[config.mk]
export PLATFORM = sky130hd
export DESIGN_NAME = serial_word_deserializer
export DESIGN_NICKNAME = d
export VERILOG_FILES = /design/src/rtl/serial_word_deserializer_pkg.sv /design/src/rtl/serial_word_deserializer.sv
export SDC_FILE = /design/constraint.sdc
export NUM_CORES = 1
export LEC_CHECK = 0
export CAP_MARGIN = 20
export CORE_UTILIZATION = 58
export DETAILED_ROUTE_END_ITERATION = 16
export PLACE_DENSITY_LB_ADDON = 0.1
export SLEW_MARGIN = 0
export SYNTH_ARGS = -nofsm -noshare
export SYNTH_HDL_FRONTEND = slang
export SYNTH_SLANG_ARGS = --single-unit
[constraint.sdc]
create_clock -name clk -period 3.99 [get_ports clk]
set_input_delay 0.798 -clock clk [delete_from_list [all_inputs] [get_ports clk]]
set_output_delay 0.798 -clock clk [all_outputs]
set_load 0.05 [all_outputs]
[src/rtl/serial_word_deserializer_pkg.sv]
// -----------------------------------------------------------------------------
// serial_word_deserializer_pkg
// Shared constants and helpers for serial_word_deserializer.
//   PARITY_EN  : 1 when SERIAL_WORD_DESERIALIZER_PARITY_EN is defined, else 0
//   frame_len  : bits per serial frame (word bits, plus one parity bit if enabled)
//   cnt_width  : bit-counter width able to hold 0..frame length (DATA_WIDTH+1 max)
// Optional feature macro: SERIAL_WORD_DESERIALIZER_PARITY_EN
// -----------------------------------------------------------------------------
package serial_word_deserializer_pkg;

`ifdef SERIAL_WORD_DESERIALIZER_PARITY_EN
   localparam bit PARITY_EN = 1'b1;
`else
   localparam bit PARITY_EN = 1'b0;
`endif

   function automatic int frame_len(input int width, input bit parity_en);
      return parity_en ? width + 1 : width;
   endfunction

   function automatic int cnt_width(input int width);
      return $clog2(width + 2);
   endfunction

endpackage

[src/rtl/serial_word_deserializer.sv]
// -----------------------------------------------------------------------------
// serial_word_deserializer
// Assembles a serial bit stream into DATA_WIDTH-bit words and presents them on
// a valid/ready output. The shift register plus the output register give two
// words of buffering; the serial side is backpressured through din_ready.
//
// Parameters:
//   DATA_WIDTH : word width (>= 2)
//   MSB_FIRST  : 1 = first received bit lands in dout[DATA_WIDTH-1],
//                0 = first received bit lands in dout[0]
// Ports:
//   clk        : rising-edge clock
//   resetn     : asynchronous active-low reset
//   din        : serial data bit
//   din_valid  : din carries a bit this cycle
//   din_ready  : block accepts a bit this cycle (from state only)
//   dout       : assembled word
//   dout_valid : dout holds an unconsumed word
//   dout_ready : downstream consumes dout this cycle
//   perr       : parity error for the word on dout (0 without parity)
// Optional feature macro: SERIAL_WORD_DESERIALIZER_PARITY_EN
//   Adds a trailing even-parity bit to each frame and drives perr.
// -----------------------------------------------------------------------------
module serial_word_deserializer
   import serial_word_deserializer_pkg::*;
#(
   parameter int DATA_WIDTH = 32,
   parameter bit MSB_FIRST  = 1'b1
) (
   input  logic                  clk,
   input  logic                  resetn,
   input  logic                  din,
   input  logic                  din_valid,
   output logic                  din_ready,
   output logic [DATA_WIDTH-1:0] dout,
   output logic                  dout_valid,
   input  logic                  dout_ready,
   output logic                  perr
);

   localparam int FRAME = frame_len(DATA_WIDTH, PARITY_EN);
   localparam int CNT_W = cnt_width(DATA_WIDTH);
   localparam logic [CNT_W-1:0] CNT_LAST = CNT_W'(FRAME - 1);
   localparam logic [CNT_W-1:0] CNT_FULL = CNT_W'(FRAME);

   logic [CNT_W-1:0]      cnt;
   logic [DATA_WIDTH-1:0] sr;
   logic [DATA_WIDTH-1:0] sr_next;
   logic [DATA_WIDTH-1:0] last_word;
   logic                  slot_free;
   logic                  accept;
   logic                  at_last;
   logic                  load_last;
   logic                  load_full;
   logic                  stash_last;

   // Every output of this block is assigned unconditionally, so no latch can form.
   always_comb begin
      sr_next   = MSB_FIRST ? {sr[DATA_WIDTH-2:0], din} : {din, sr[DATA_WIDTH-1:1]};
      // With parity the final frame bit is the parity bit, so the word is already in sr.
      last_word = PARITY_EN ? sr : sr_next;
   end

   // cnt == FRAME means a complete word is parked in sr waiting for the output slot.
   assign din_ready  = (cnt != CNT_FULL);
   assign slot_free  = !dout_valid || dout_ready;
   assign accept     = din_valid && din_ready;
   assign at_last    = accept && (cnt == CNT_LAST);
   assign load_last  = at_last && slot_free;
   assign stash_last = at_last && !slot_free;
   assign load_full  = !din_ready && slot_free;

   // NOTE: sequential state uses non-blocking assignments so every register
   // samples the pre-edge values regardless of statement order.
   always_ff @(posedge clk or negedge resetn) begin
      if (!resetn) begin
         cnt        <= '0;
         sr         <= '0;
         dout       <= '0;
         dout_valid <= 1'b0;
      end else begin
         // A load on the consume edge keeps dout_valid high for back-to-back words.
         if (load_last || load_full) begin
            dout       <= load_full ? sr : last_word;
            dout_valid <= 1'b1;
         end else if (dout_valid && dout_ready) begin
            dout_valid <= 1'b0;
         end

         if (load_last || load_full) begin
            cnt <= '0;
         end else if (stash_last) begin
            cnt <= CNT_FULL;
         end else if (accept) begin
            cnt <= cnt + 1'b1;
         end

         // The parity bit never enters the shift register.
         if (accept && !(PARITY_EN && (cnt == CNT_LAST))) begin
            sr <= sr_next;
         end
      end
   end

`ifdef SERIAL_WORD_DESERIALIZER_PARITY_EN
   logic par;

   // perr is loaded alongside dout: XOR over the word and its parity bit, 1 = odd ones.
   always_ff @(posedge clk or negedge resetn) begin
      if (!resetn) begin
         par  <= 1'b0;
         perr <= 1'b0;
      end else begin
         if (stash_last) begin
            par <= din;
         end
         if (load_last) begin
            perr <= (^sr) ^ din;
         end else if (load_full) begin
            perr <= (^sr) ^ par;
         end
      end
   end
`else
   assign perr = 1'b0;
`endif

endmodule

; ---- After elaboration in Yosys (flattened, before gate mapping)
; Cells that the tools add are included.
[word_totals]
input_bits = 5
wordCells = 26
reg_bits = 71
[op_classes]
n_reduce_logical = 13
n_eq_ne = 2
mux = 6
n_addsub = 1
[op_table]
columns = op, n
row1 = $mux 32, 1
row2 = $mux 6, 3
row3 = $add 6x1->6 const B, 1
row4 = $eq 6x5->1 const B, 1
row5 = $logic_and 1x1->1, 6
row6 = $ne 6x6->1 const B, 1
row7 = $logic_not 1->1, 3
row8 = $reduce_bool 3->1, 1
row9 = $logic_or 1x1->1, 2
row10 = $mux 1, 2
row11 = $reduce_bool 2->1, 1

; ---- Depth between registers and ports, before layout
[depth]
word_depth = 6
depth_mapped = 7
mapped_depth_nobuf = 6

; ---- Worst setup path after synthesis
; No wires, ideal clock.
[synth_path]
path_type = flip-flop to output port
startpoint = register cnt[0]
endpoint = output din_ready
arrival_ns = 1.567
required_time_ns = 3.192
setup_slack_ns = 1.625
path_stages_with_launch = 6
path_buffers = 1
path_cell_list = dfrtp_1 inv_1 ha_1 nor4b_4 nand2_2 clkbuf_1
[synth_between]
elab_chain_cells = 1
[synth_rtl]
columns = element, line
row1 = start: declaration, serial_word_deserializer.sv:46  ; logic [CNT_W-1:0] cnt;
row2 = start signal: assignment, serial_word_deserializer.sv:95  ; cnt <= cnt + 1'b1;
row3 = $ne 6x6->1, serial_word_deserializer.sv:65  ; assign din_ready = (cnt != CNT_FULL);
row4 = end: declaration, serial_word_deserializer.sv:34  ; output logic din_ready,
; No other way between the ends.

; ---- Worst setup path in the final report
; Ends and elaborated chain as after synthesis.

==> impl_metrics.py <==
metrics = {
    "status": {
        "status": "completed",
    },
    "drt": {
        "drt_first_pass_iters": 4,
        "drc": 0,
        "drtIter0Drc": 123,
        "avgViaCountPerCell": 5.902,
        "wire_per_inst_um": 16.25,
        "drt_wl_total_um": 5314,
        "ant_nets": 0,
        "num_vias": 1930,
    },
    "layout": {
        "mostFrequentLayoutCell": "dfrtp_1",
        "diodes": 0,
        "mostFrequentLayoutCells": "71 x dfrtp_1, 37 x clkdlybuf4s50_1, 32 x o22ai_1, 32 x mux2_2, 31 x a2bb2oi_1",
        "syn2layout_area_growth_pct": 20.47,
        "nets": 262,
        "final_util_pct": 74.00,
        "nFillCells": 349,
        "fin_cells": 327,
        "drive_gt1_share_pct": 21.54,
    },
    "place": {
        "place_hpwl_um": 3131,
        "io_buffer_count": 38,
        "placed_cells": 311,
        "place_congestion": 0.8426,
    },
    "logic_synthesis": {
        "synth_xor_area_share_pct": 0.2960,
        "synth_top_family_by_area": "compound AO/OA/AOI/OAI gates",
        "syn-cell-area_sq_um": 2959,
        "synth.distinct_cells": 31,
        "synthMuxAreaShare_pct": 12.52,
        "synth_cells": 220,
        "synth_area_leader_cell": "dfrtp_1",
        "synth_ff_type": "dfrtp_1",
        "synth-simple-area-share_pct": 3.510,
        "ys_warn_count": 0,
        "synth_top_area_share_pct": 60.04,
        "synth-edff-count": 0,
        "synth_fa_ha_area_share_pct": 0.8457,
        "synth_area_leaders": "dfrtp_1 60%, mux2_2 12%, a2bb2oi_1 9.2%",
        "synth_compound_area_share_pct": 19.24,
        "syn_nets": 227,
        "syn_area_per_cell_sq_um": 13.45,
        "synth-seq-cells": 71,
        "yosysSeqAreaShare_pct": 60.04,
        "synthArstFlopShare_pct": 100.0,
    },
    "clocking": {
        "clockBufferDepth": 2,
        "cts.clk_slew.worst_paths_ps": 70,
        "cts_hold_buffers": 0,
        "postCtsSetupRepairBufs": 0,
        "clkSinkCount": 71,
        "clock_latency_ps": 330,
        "numCtsBuffers": 9,
        "htreeDepth": 3,
        "ctsResizeCount": 0,
        "root_buffer": "clkbuf_8",
        "cts_tree": "done",
    },
    "sta": {
        "relSlewSlack_pct": 42.14,
        "period_share_pct": 75.24,
        "fmax_ghz": 0.3331,
        "setup_viol": 0,
        "rsz0062_at_grt": "no",
        "hold_viol_final": 0,
        "slew_violations": 0,
        "finalSetupTns_ps": 0,
        "worst_pin_slew_ps": 865.7,
        "fin_skew_ps": 10.28,
        "fin_crit_ps": 3002,
    },
    "setup_path": {
        "path_cells": "inv_1 -> ha_1 -> nor4b_4 -> nand2_2 -> clkdlybuf4s50_1",
        "cp_slowest_cell": "clkdlybuf4s50_1",
        "cpPeakStageDelay_ps": 720,
        "cpLargestDelayFamily": "buffers and inverters",
        "start_kind": "flop",
        "required_ps": 3190,
        "cp.buffers_inverters": 2,
        "crit_fanout": 6,
        "crit_arrival_ps": 2200,
        "worstSetupEndpointType": "output pin",
        "crit_type": "reg2out",
    },
    "pwr": {
        "p_leak_nw": 1.571,
        "p_per_area_nw_per_um2": 871.3,
        "p_total_mw": 3.106,
        "ir_drop_mv": 0.5283,
    },
    "grt": {
        "grt_use_met2_pct": 31.58,
        "busiest_layer": "met1",
        "met1_usage_pct": 32.68,
        "grt_antenna_before_repair": 0,
        "grt_pass1_wl_um": 8976,
        "grt_max_degree": 40,
        "overflow": 0,
        "grt_util_all_layers_pct": 22.24,
        "grt_pass1_vias": 1842,
        "use_met3_pct": 5.075,
    },
    "floorplanning": {
        "io_pins": 40,
        "die_h_um": 73.43,
        "coreArea_sq_um": 4817,
        "placementRows": 25,
        "dieArea_sq_um": 5391,
        "start_util_pct": 61.43,
        "die_x_um": 73.43,
    },
    "hold_path": {
        "hp-class": "in2async",
    },
    "job": {
        "max-cap-violations": 0,
    },
}
final timing paths:
| path | startpoint | endpoint | slack [ps] | cells after the start |
|---|---|---|---|---|
| setup / recovery | cnt[0]$_DFFE_PN0P_ | din_ready | 990 | 5 |
| hold / removal | resetn | cnt[3]$_DFFE_PN0P_ | 520 | 1 |
| setup reg to reg | cnt[0]$_DFFE_PN0P_ | dout[4]$_DFFE_PN0P_ | 1500 | 7 |
| hold reg to reg | sr[31]$_DFFE_PN0P_ | sr[31]$_DFFE_PN0P_ | 530 | 1 |
| max in group asynchronous | resetn | sr[26]$_DFFE_PN0P_ | 2530 | 2 |
| min in group clk | sr[31]$_DFFE_PN0P_ | sr[31]$_DFFE_PN0P_ | 530 | 1 |
per-layer routing:
metal  part of all wire [%]  up-vias  wire (um)
met3                    2.8       11        151
met2                     44       28       2331
li1                       -      921          -
met1                     51      970       2733
met5                      0        -          0
met4                    1.8        0         97
worst reg2reg max path: cells and delay by family (launching register included):
family / cells / cell delay (ps)
flops: 1 / 440
simple gates: 2 / 500
compound gates: 2 / 1010
buf+inv: 2 / 360
fa+ha+maj: 1 / 140
registers in the layout, indices dropped and copies added, names as in the netlist:
| name | cells |
|---|---|
| sr | 32 |
| dout | 32 |
| cnt | 6 |
| dout_valid | 1 |
cells by family (layout without fill, tap and decap cells):
family / count (synthesis) / after routing
xor+xnor: 1 / 1
other cells: 1 / 1
fa+ha+maj: 2 / 2
flops: 71 / 71
buf+inv: 22 / 62
mux: 33 / 33
compound gates: 74 / 74
simple gates: 16 / 16
through the flow:
step           setup WS, ps  cell area (sq um)  hold WS (ps)
2_1_floorplan          1625               2959         481.1
3_3_place_gp           1213               3373         490.1
3_5_place_dp           1164               3373         504.6
4_1_cts               954.6               3565         526.1
5_1_grt               867.5               3565         533.4
6_report              988.1               3565         515.1
power by group:
group	switching, mW	total (mW)	internal, mW	leakage, nW
clock	0.249	0.555	0.306	0.0936
sequential	0.261	1.28	1.02	0.906
combinational	0.741	1.27	0.526	0.571
total	1.25	3.11	1.85	1.57
Yosys cell counts (all sizes together) (2+ instances only):
cell type  number
ha              2
nor2            2
mux2           32
inv             3
buf             8
nand2           6
dfrtp          71
nand3           4
a31oi           2
clkbuf         11
a2bb2oi        31
a21oi           2
o22ai          32
a32o            2
cell type report:
class                   instances  area (sq um)  share of cell area, %
well taps                      67         83.83                  2.352
repair buffers                 43         412.9                  11.58
inverters                       3         11.26                 0.3159
multi-input cells             127          1089                  30.54
clock inverters                 3         42.54                  1.193
clock buffers                  13         148.9                  4.177
flip-flops and latches         71          1777                  49.84
Power figures use the tool's default switching activity.
